`src/rtl/phys_reg_free_list.sv`:
```
// Circular free list of physical register tags with a checkpointable head pointer.
// Optional same-cycle retire-to-dispatch bypass when empty: define PHYS_REG_FREE_LIST_BYPASS_EN.
module phys_reg_free_list #(
  parameter int NUM_PHYS_REGS = 64,
  parameter int NUM_ARCH_REGS = 32,
  localparam int DEPTH = NUM_PHYS_REGS - NUM_ARCH_REGS,
  localparam int TAG_W = $clog2(NUM_PHYS_REGS),
  localparam int PTR_W = $clog2(DEPTH) + 1
) (
  input  logic             CLK,
  input  logic             nRST,
  output logic             DUT_error,
  input  logic             dispatch_free_req,
  output logic             dispatch_free_valid,
  output logic [TAG_W-1:0] dispatch_free_phys_reg_tag,
  input  logic             retire_free_valid,
  input  logic [TAG_W-1:0] retire_free_phys_reg_tag,
  output logic [PTR_W-1:0] checkpoint_head_ptr,
  input  logic             revert_valid,
  input  logic [PTR_W-1:0] revert_head_ptr,
  output logic [PTR_W-1:0] free_count
);

  localparam int IDX_W = PTR_W - 1;

  logic [TAG_W-1:0] entries [DEPTH];
  logic [PTR_W-1:0] head, tail;
  logic [PTR_W-1:0] head_next, tail_next, revert_span;
  logic             empty, full, tag_ok;
  logic             deq, enq, bypass_take;
  logic             next_DUT_error;

  assign empty  = (head == tail);
  assign full   = (head[IDX_W-1:0] == tail[IDX_W-1:0]) && (head[IDX_W] != tail[IDX_W]);
  assign tag_ok = (retire_free_phys_reg_tag != '0);

  assign free_count          = tail - head;
  assign checkpoint_head_ptr = head;

`ifdef PHYS_REG_FREE_LIST_BYPASS_EN
  logic bypass_hit;
  assign bypass_hit  = empty & retire_free_valid & tag_ok;
  // A revert cancels the request, so the returning tag falls back to a normal enqueue.
  assign bypass_take = bypass_hit & dispatch_free_req & ~revert_valid;
  assign dispatch_free_valid        = ~empty | bypass_hit;
  assign dispatch_free_phys_reg_tag = bypass_hit ? retire_free_phys_reg_tag
                                                 : entries[head[IDX_W-1:0]];
`else
  assign bypass_take                = 1'b0;
  assign dispatch_free_valid        = ~empty;
  assign dispatch_free_phys_reg_tag = entries[head[IDX_W-1:0]];
`endif

  // NOTE: every always_comb output gets a default first so no path can infer a latch.
  always_comb begin
    deq            = 1'b0;
    enq            = 1'b0;
    next_DUT_error = 1'b0;

    deq = dispatch_free_req & ~empty & ~revert_valid;
    enq = retire_free_valid & tag_ok & ~(full & ~deq) & ~bypass_take;

    tail_next   = tail + {{(PTR_W-1){1'b0}}, enq};
    head_next   = revert_valid ? revert_head_ptr : head + {{(PTR_W-1){1'b0}}, deq};
    revert_span = tail_next - revert_head_ptr;

    if (dispatch_free_req & ~dispatch_free_valid)          next_DUT_error = 1'b1;
    if (retire_free_valid & ~tag_ok)                       next_DUT_error = 1'b1;
    if (retire_free_valid & full & ~deq)                   next_DUT_error = 1'b1;
    if (revert_valid && (revert_span > PTR_W'(DEPTH)))     next_DUT_error = 1'b1;
  end

  // NOTE: the tag array is reset on purpose; its contents are the initial free tags, not don't-cares.
  always_ff @(posedge CLK) begin
    if (!nRST) begin
      for (int i = 0; i < DEPTH; i++) entries[i] <= TAG_W'(NUM_ARCH_REGS + i);
      head      <= '0;
      tail      <= PTR_W'(DEPTH);
      DUT_error <= 1'b0;
    end else begin
      if (enq) entries[tail[IDX_W-1:0]] <= retire_free_phys_reg_tag;
      head      <= head_next;
      tail      <= tail_next;
      DUT_error <= next_DUT_error;
    end
  end

endmodule

```
`config.mk`:
```
export PLATFORM = sky130hd
export DESIGN_NAME = phys_reg_free_list
export DESIGN_NICKNAME = d
export VERILOG_FILES = /design/src/rtl/phys_reg_free_list.sv
export SDC_FILE = /design/constraint.sdc
export NUM_CORES = 1
export LEC_CHECK = 0
export CAP_MARGIN = 40
export CORE_MARGIN = 4
export CORE_UTILIZATION = 45
export DETAILED_ROUTE_END_ITERATION = 8
export PLACE_DENSITY_LB_ADDON = 0.15
export SLEW_MARGIN = 10
export SYNTH_ARGS = -nofsm -noshare
export SYNTH_HDL_FRONTEND = slang
export SYNTH_SLANG_ARGS = --single-unit
export TNS_END_PERCENT = 1
```
`constraint.sdc`:
```
create_clock -name CLK -period 4.9 [get_ports CLK]
set_input_delay 1.47 -clock CLK [delete_from_list [all_inputs] [get_ports CLK]]
set_output_delay 1.47 -clock CLK [all_outputs]
set_load 0.01 [all_outputs]
```
==> results by group, run 1 <==
Worst setup path
  • Slowest-stage cell, CP: dfxtp_4
  • Path depth of the worst reg2reg path: 15
  • Crit path from: checkpoint_head_ptr[0]
  • Worst stage delay on the critical path: 0.57 ns
  • Req. time, crit path: about 3.4 ns
  • Worst r2r dst: DUT_error
  • CP cell instances: buf_4, mux4_2, mux4_2, nand2_1, nand2_1, clkdlybuf4s50_1
  • CP Max Fanout: 15
  • Startpoint Class: flop
  • FF-to-FF setup slack: ~1.1 ns
  • Worst R2R Start: checkpoint_head_ptr[0]
  • CP Class: reg -> out
  • CP Data Arrival Time: 3.14 ns
  • Worst setup EP type: primary output

Yosys
  • Synth top cells by count: 192 x edfxtp_1, 148 x nand2_1, 105 x nor2_1
  • Distinct cells, synth: 36
  • Largest area contributor in the netlist: edfxtp_1
  • EDFF count, synth: 192
  • Asr flop ratio synth: 0%
  • Primary FF master, synth: edfxtp_1
  • Synth Instances: 740
  • Mean post-synth cell area: 13.1 sq um
  • Post-synth top area share: 59.4%
  • Dominant cells by area after synthesis: edfxtp_1 59%, mux4_2 14%, nand2_1 5.7%
  • Mapped Nets: just under 800
  • #FFs+latches synth: between 200 and 250
  • Sequential area share after synthesis: 62.1%
  • Cell Area, Synth: 9710 sq um
  • Synthesis warning total: 0
  • Most frequent cell after synthesis: edfxtp_1

Routing
  • Post-route DRC: 0
  • Post-DRT Antenna Nets: 0
  • Drt first pass iters: 6
  • DR vias: 6380
  • Drt total wl: 25800 um
  • Starting DRT DRC Count: just under 700
  • Wire per inst: roughly 23 um
  • Via density: 5.75

Floorplan
  • Cell Rows: 53
  • I/O pin count: 37
  • Die Area: 24000 sq um
  • Initial Util: 45.9%
  • Core area: 21200 sq um
  • Die Y: 155 um
  • Die Width: 155 um

STA
  • Worst-Margin Slew: 0.769 ns
  • Clock skew: 0.0111 ns
  • Fin crit share: 94.0%
  • Slew headroom: 48.2%
  • Final min period: about 4.6 ns
  • Final setup fails: 0
  • RSZ-0062 raised after global routing: false
  • Max Freq: about 0.22 GHz
  • Slew Viols, Final: 0
  • Count of final hold-check violations: 0
  • Final setup TNS: 0 ns

Global routing
  • First-pass GRT wire length: 39900 um
  • Total track usage: 21.9%
  • GRT met2 Usage: 35.6%
  • GRT met1 Usage: roughly 30%
  • Global routing's busiest layer: met2
  • Vias in the first global route: 6680
  • Gr ovfl total: 0
  • Initial antenna violation count: 0
  • Pin count of the biggest net entering global routing: 48
  • Met3 Usage GRT: 4.51%

Clock network
  • Cts hold-fix bufs: 0
  • CTS sink cnt: 205
  • H-tree depth: 1
  • Root buf cell: clkbuf_16
  • Post_cts resized: 0
  • Clk buf depth: 3
  • CTS tree: yes
  • Worst skew pair latency: 0.50 ns
  • Inserted Clock Buffers: 22
  • Post-CTS setup buffer count: 0
  • Reg clk slew, reported paths: 0.06 ns

Worst hold path
  • Min-Delay Endpoint: tail[5]
  • Hold WC Path Type: reg -> reg
  • HP Start: tail[5]
  • Hold Path Stages: 2

Run
  • Total of max-cap violations: 0

Finish
  • Multi-input gate area: 3400 sq um
  • FILL cells: 1727
  • Share of cells above drive strength 1: 19.5%
  • Register area: ~6000 sq um
  • Synthesis-to-finish area growth: 17.7%
  • Final Net Count: 852
  • Antenna diodes: 0
  • Final core occ: between 50% and 60%

Placed design
  • Hpwl dp: roughly 18000 um
  • GPL Wtd Cong: 0.835
  • Buffers on Ports: 36

Power
  • Pwr Total: 4.08 mW
  • Power per cell area: 357 nW/um^2
  • Leakage power: 3.51 nW
  • Max VDD drop: 0.256 mV

Status
  • Outcome: finished clean
-- cells by family after synthesis --
| group | share of synthesized area, % |
|---|---|
| AOI/OAI and AO/OA | 2.81 |
| xor gates and xnor gates | 1.71 |
| adders and majority gates | 2.22 |
| buffers and inverters | 2.86 |
| DFF | 62.1 |
| muxes | 14.1 |
| and+or+nand+nor | 14.2 |
-- cell usage in the layout, fill, tap and decap left out, types with 8 or more instances in the layout --
master and count:
clkbuf_16 23, o21ai_0 38, ha_1 14, nor2_1 105, dfxtp_1 11, xnor2_1 11
inv_1 14, nand2b_1 8, clkdlybuf4s50_1 36, nand3_1 17, buf_4 61, nand2_1 148
mux4_2 60, xor2_1 8, and2_1 11, clkbuf_1 9, edfxtp_1 192
-- worst max path at each step --
stage / depth (start not counted) / slack (ns) / end
3_3_place_gp: 15 / 0.40 / DUT_error
4_1_cts: 6 / 0.23 / dispatch_free_phys_reg_tag[5]
5_1_grt: 7 / 0.10 / free_count[4]
3_5_place_dp: 14 / 0.26 / DUT_error
6_report: 6 / 0.29 / dispatch_free_phys_reg_tag[5]
2_1_floorplan: 15 / 0.93 / DUT_error
-- area by class of cell --
type                       instances  share of cell area (%)
timing repair buffer             100                    7.68
tap                              275                    3.01
sequential                       205                    52.8
multi-input combinational        471                    29.8
clock buffer                      36                    5.81
clock inverter                     3                   0.328
inverter                          19                   0.624
-- critical path: cells and delay by family (launching register included) --
kind,cells,cell delay (ns)
AND/OR/NAND/NOR,2,0.22
buffers and inverters,2,0.77
multiplexers,2,1.08
flip-flops,1,0.57
-- power by group --
part,leakage [nW],internal (mW),total (mW),switching [mW]
Sequential,1.69,1.94,1.97,0.0258
Combinational,1.48,0.222,0.491,0.269
Clock,0.340,0.972,1.62,0.646
Total,3.51,3.14,4.08,0.941
-- registers in the layout, indices dropped and copies added, names as in the netlist --
register and count:
tail 6, DUT_error 1, checkpoint_head_ptr 6, entries 192
-- metrics by stage --
| stage | instance area [sq um] | instances | hold WS [ns] | setup WS (ns) |
|---|---|---|---|---|
| 3_5_place_dp | 10700 | 1070 | 0.601 | 0.260 |
| 3_3_place_gp | 10700 | 1070 | 0.593 | 0.404 |
| 6_report | 11400 | 1109 | 0.612 | 0.293 |
| 4_1_cts | 11400 | 1109 | 0.618 | 0.231 |
| 5_1_grt | 11400 | 1109 | 0.646 | 0.103 |
| 2_1_floorplan | 9710 | 740 | 0.551 | 0.935 |
-- per-layer routing --
layer  share of wire, %  wire length (um)
met5                  0                 0
met4                3.2               822
met3                 10              2590
met2                 47             12300
met1                 39             10200
(Power assumes the default switching activity.)
==> run 2, diff against run 1 <==
- PLACE_DENSITY_LB_ADDON: 0.15 -> not set
- RECOVER_POWER: not set -> 100
==> results by group, run 2 (synthesis gave the netlist of run 1 again) <==
Worst setup path
  • CP Max Fanout: 15
  • CP Data Arrival Time: approximately 3.2 ns
  • CP Class: reg -> out
  • Worst setup EP type: primary output
  • Req. time, crit path: 3.43 ns
  • Startpoint Class: flop

STA
  • Count of final hold-check violations: 0
  • Final setup TNS: 0 ns
  • Clock skew: between 0.004 and 0.005 ns
  • RSZ-0062 raised after global routing: false
  • Worst-Margin Slew: 1.35 ns
  • Max Freq: 0.212 GHz
  • Final setup fails: 0
  • Slew Viols, Final: 0
  • Slew headroom: 9.95%
  • Fin crit share: 96.2%
  • Final min period: 4.71 ns

Routing
  • Wire per inst: 23.3 um
  • Via density: 5.81
  • Drt total wl: about 26000 um
  • DR vias: 6435
  • Post-route DRC: 0
  • Drt first pass iters: 5
  • Starting DRT DRC Count: 600
  • Post-DRT Antenna Nets: 0

Power
  • Pwr Total: 4.05 mW
  • Sw Share: 23.4%
  • Sequential cell fraction of total power: 48.8%
  • Max VDD drop: between 0.2 and 0.3 mV
  • Clock Power Share: 39.8%
  • P_int: 3.10 mW
  • Logic pwr share: roughly 11%
  • Net Sw Power: 0.949 mW
  • Leakage power: approximately 3.4 nW
  • Power per cell area: 360 nW/um^2

Finish
  • Synthesis-to-finish area growth: 15.9%
  • Most frequent cells in the layout: 192 x edfxtp_1, 148 x nand2_1, 105 x nor2_1
  • Antenna diodes: 0
  • Biggest register: entries
  • Max reg flops: 192
  • Final Net Count: 852
  • Final Cell Area: 11200 sq um
  • Share of cells above drive strength 1: about 15%
  • Commonest non-fill, non-tap cell in the layout: edfxtp_1

Floorplan
  • Die Area: 24000 sq um
  • Initial Util: 45.9%
  • Core area: around 21000 sq um
  • Die Y: 155 um
  • I/O pin count: 37
  • Die Width: between 150 and 200 um
  • Cell Rows: 53

Global routing
  • Gr ovfl total: 0
  • Initial antenna violation count: 0
  • Total track usage: around 22%
  • Pin count of the biggest net entering global routing: 48
  • First-pass GRT wire length: 39300 um
  • Vias in the first global route: about 6600

Clock network
  • Post-CTS setup buffer count: 0
  • Clk buf depth: 3
  • Inserted Clock Buffers: 22
  • Reg clk slew, reported paths: approximately 0.06 ns
  • Post_cts resized: 0
  • Root buf cell: clkbuf_16
  • Worst skew pair latency: 0.50 ns
  • CTS tree: yes
  • H-tree depth: 1
  • CTS sink cnt: 205
  • Cts hold-fix bufs: 0

Status
  • Outcome: finished clean

Worst hold path
  • Hold WC Path Type: reg -> reg

Placed design
  • Buffers on Ports: 36
  • Area post-placement: 10700 sq um
  • Hpwl dp: 17800 um
  • GPL Wtd Cong: about 0.89

Run
  • Total of max-cap violations: 0
-- run 2: worst paths after layout --
kind | slack [ns] | cells past startpoint | from | to
setup reg to reg | 0.78 | 9 | tail[0] | entries[1][4]
setup / recovery | 0.19 | 6 | checkpoint_head_ptr[0] | dispatch_free_phys_reg_tag[4]
hold / removal | 0.61 | 2 | tail[5] | tail[5]
hold reg to reg | 0.61 | 2 | tail[5] | tail[5]
-- run 2: area by class of cell --
class,instances,area (sq um)
repair buffers,100,696
flip-flops and latches,205,6030
inverters,19,71.3
clock buffers,27,591
fillers,1809,9910
clock inverters,11,110
well taps,275,344
multi-input cells,471,3400
-- run 2: power groups by stage --
stage	logic, mW	registers, mW	clock network [mW]
after floorplan	0.280	1.99	0
after global placement	0.474	2.01	0
after detailed placement	0.481	2.02	0
after CTS	0.485	1.98	1.63
after global routing	0.495	1.98	1.70
final	0.462	1.98	1.61
-- run 2: metrics by stage --
| step | setup WS (ns) | hold WS [ns] | util (%) | cells |
|---|---|---|---|---|
| 2_1_floorplan | 0.935 | 0.551 | - | 740 |
| 3_3_place_gp | 0.389 | 0.597 | 50.6 | 1068 |
| 3_5_place_dp | 0.193 | 0.591 | 50.7 | 1069 |
| 4_1_cts | 0.277 | 0.607 | 54.0 | 1107 |
| 5_1_grt | 0.0436 | 0.659 | 53.2 | 1108 |
| 6_report | 0.187 | 0.610 | 53.2 | 1108 |
-- run 2: worst max-delay path, cell delays in order, from the launching register on --
cell	delay [ns]
dfxtp_4	0.53
clkbuf_4	0.43
mux4_2	0.59
mux4_2	0.51
nand2_1	0.09
nand2_1	0.09
clkdlybuf4s50_1	0.49
-- run 2: layer usage --
metal  global-route usage, %  share of wire, %  vias up
met3                    4.26                10       52
met4                    6.06               2.7        0
met2                    35.2                47      331
met5                       0                 0        -
li1                        -                 -     2841
met1                    30.5                40     3211
==> run 3, diff against run 2 <==
- CORE_MARGIN: 4 -> 5
- GPL_TIMING_DRIVEN: not set -> 0
==> results by group, run 3 (synthesis gave the netlist of run 1 again) <==
Worst setup path
  • CP Max Fanout: 10
  • CP Data Arrival Time: around 3.3 ns
  • Path depth of the worst reg2reg path: 9
  • Worst setup EP type: primary output
  • CP Class: reg -> out
  • Startpoint Class: flop
  • Req. time, crit path: ~3.4 ns

Finish
  • FILL cells: around 1800
  • Antenna diodes: 0
  • Register area: 6030 sq um
  • Most frequent cells in the layout: 192 x edfxtp_1, 148 x nand2_1, 105 x nor2_1
  • Max reg flops: 192
  • Multi-input gate area: approximately 3400 sq um
  • Final Net Count: 869
  • Share of cells above drive strength 1: 13.6%
  • Synthesis-to-finish area growth: 15.9%
  • Biggest register: entries
  • Commonest non-fill, non-tap cell in the layout: edfxtp_1

Floorplan
  • Die Area: 24600 sq um
  • Die Width: 157 um
  • Core area: 21200 sq um
  • I/O pin count: 37
  • Cell Rows: 53
  • Initial Util: 45.9%
  • Die Y: 157 um

Routing
  • Post-route DRC: 0
  • Drt first pass iters: 6
  • Via density: just under 6
  • Starting DRT DRC Count: 749
  • Post-DRT Antenna Nets: 0
  • DR vias: around 6700
  • Wire per inst: 25.3 um
  • Drt total wl: around 29000 um

Clock network
  • Post_cts resized: 6
  • CTS sink cnt: 205
  • Post-CTS setup buffer count: 0
  • Worst skew pair latency: 0.51 ns
  • Clk buf depth: 3
  • Cts hold-fix bufs: 0
  • CTS tree: yes
  • Inserted Clock Buffers: 23
  • Root buf cell: clkbuf_16
  • H-tree depth: 1
  • Reg clk slew, reported paths: about 0.060 ns

Global routing
  • Gr ovfl total: 0
  • Pin count of the biggest net entering global routing: 14
  • Total track usage: a little under a quarter
  • Vias in the first global route: ~7000
  • Initial antenna violation count: 0
  • First-pass GRT wire length: about 43000 um

Worst hold path
  • Hold WC Path Type: reg -> reg
  • Hold Path Stages: 2

Power
  • Leakage power: 3.37 nW
  • Max VDD drop: 0.212 mV
  • Power per cell area: 366 nW/um^2

STA
  • Count of final hold-check violations: 0
  • Final setup fails: 0
  • Final min period: approximately 4.7 ns
  • Final setup TNS: 0 ns
  • Worst hold slack: 0.619 ns
  • Max Freq: 0.212 GHz
  • Slew headroom: between 20% and 30%
  • Worst-Margin Slew: 1.05 ns
  • Clock skew: 0.0110 ns
  • Fin crit share: a little over nine tenths
  • Slew Viols, Final: 0

Run
  • Total of max-cap violations: 0

Status
  • Outcome: finished clean

Placed design
  • Hpwl dp: ~21000 um
  • GPL Wtd Cong: 0.904
  • Buffers on Ports: 35
-- run 3: final timing paths --
| path | from | endpoint | slack (ns) |
|---|---|---|---|
| setup / recovery | checkpoint_head_ptr[0] | dispatch_free_phys_reg_tag[4] | 0.18 |
| hold / removal | tail[5] | tail[5] | 0.62 |
| setup reg to reg | checkpoint_head_ptr[4] | entries[24][4] | 0.54 |
| hold reg to reg | tail[5] | tail[5] | 0.62 |
-- run 3: cell type report --
class	instances	share of cell area (%)
Clock inverter	12	1.03
Clock buffer	29	5.31
Multi-Input combinational cell	471	30.1
Buffer	44	1.81
Timing Repair Buffer	72	4.48
Tap cell	275	3.06
Sequential cell	205	53.6
Inverter	19	0.634
-- run 3: through the flow --
step                      power [mW]  utilization [%]  setup WS, ns  std cells  cell area (sq um)
after floorplan                 2.28                -         0.935        740               9710
after global placement          2.47             49.2         0.230       1050              10400
after detailed placement        2.50             50.2         0.200       1087              10600
after CTS                       4.13             53.6        0.0182       1127              11300
after global routing            4.24             53.2      -0.00699       1127              11300
final                           4.12             53.2         0.179       1127              11300
-- run 3: power breakdown --
part           switching, mW  internal [mW]  leakage (nW)
combinational          0.291          0.197          1.32
sequential            0.0196           1.94          1.69
clock                  0.690          0.973         0.354
total                   1.00           3.12          3.37
-- run 3: layer usage --
layer / up-vias / share of wire, % / track usage, % / wire length [um]
li1: 2888 / - / - / -
met1: 3331 / 39 / 32.8 / 11100
met2: 371 / 48 / 38.9 / 13700
met3: 71 / 9.7 / 4.34 / 2770
met4: 0 / 3.6 / 7.23 / 1040
met5: - / 0 / 0 / 0
-- run 3: critical path, cell delays in order (launching register included) --
cell and delay [ns]:
dfxtp_1 0.47, buf_6 0.26, buf_6 0.24, mux4_2 0.58, mux4_2 0.54, nand2_1 0.09, nand2_1 0.07, clkdlybuf4s50_1 0.48
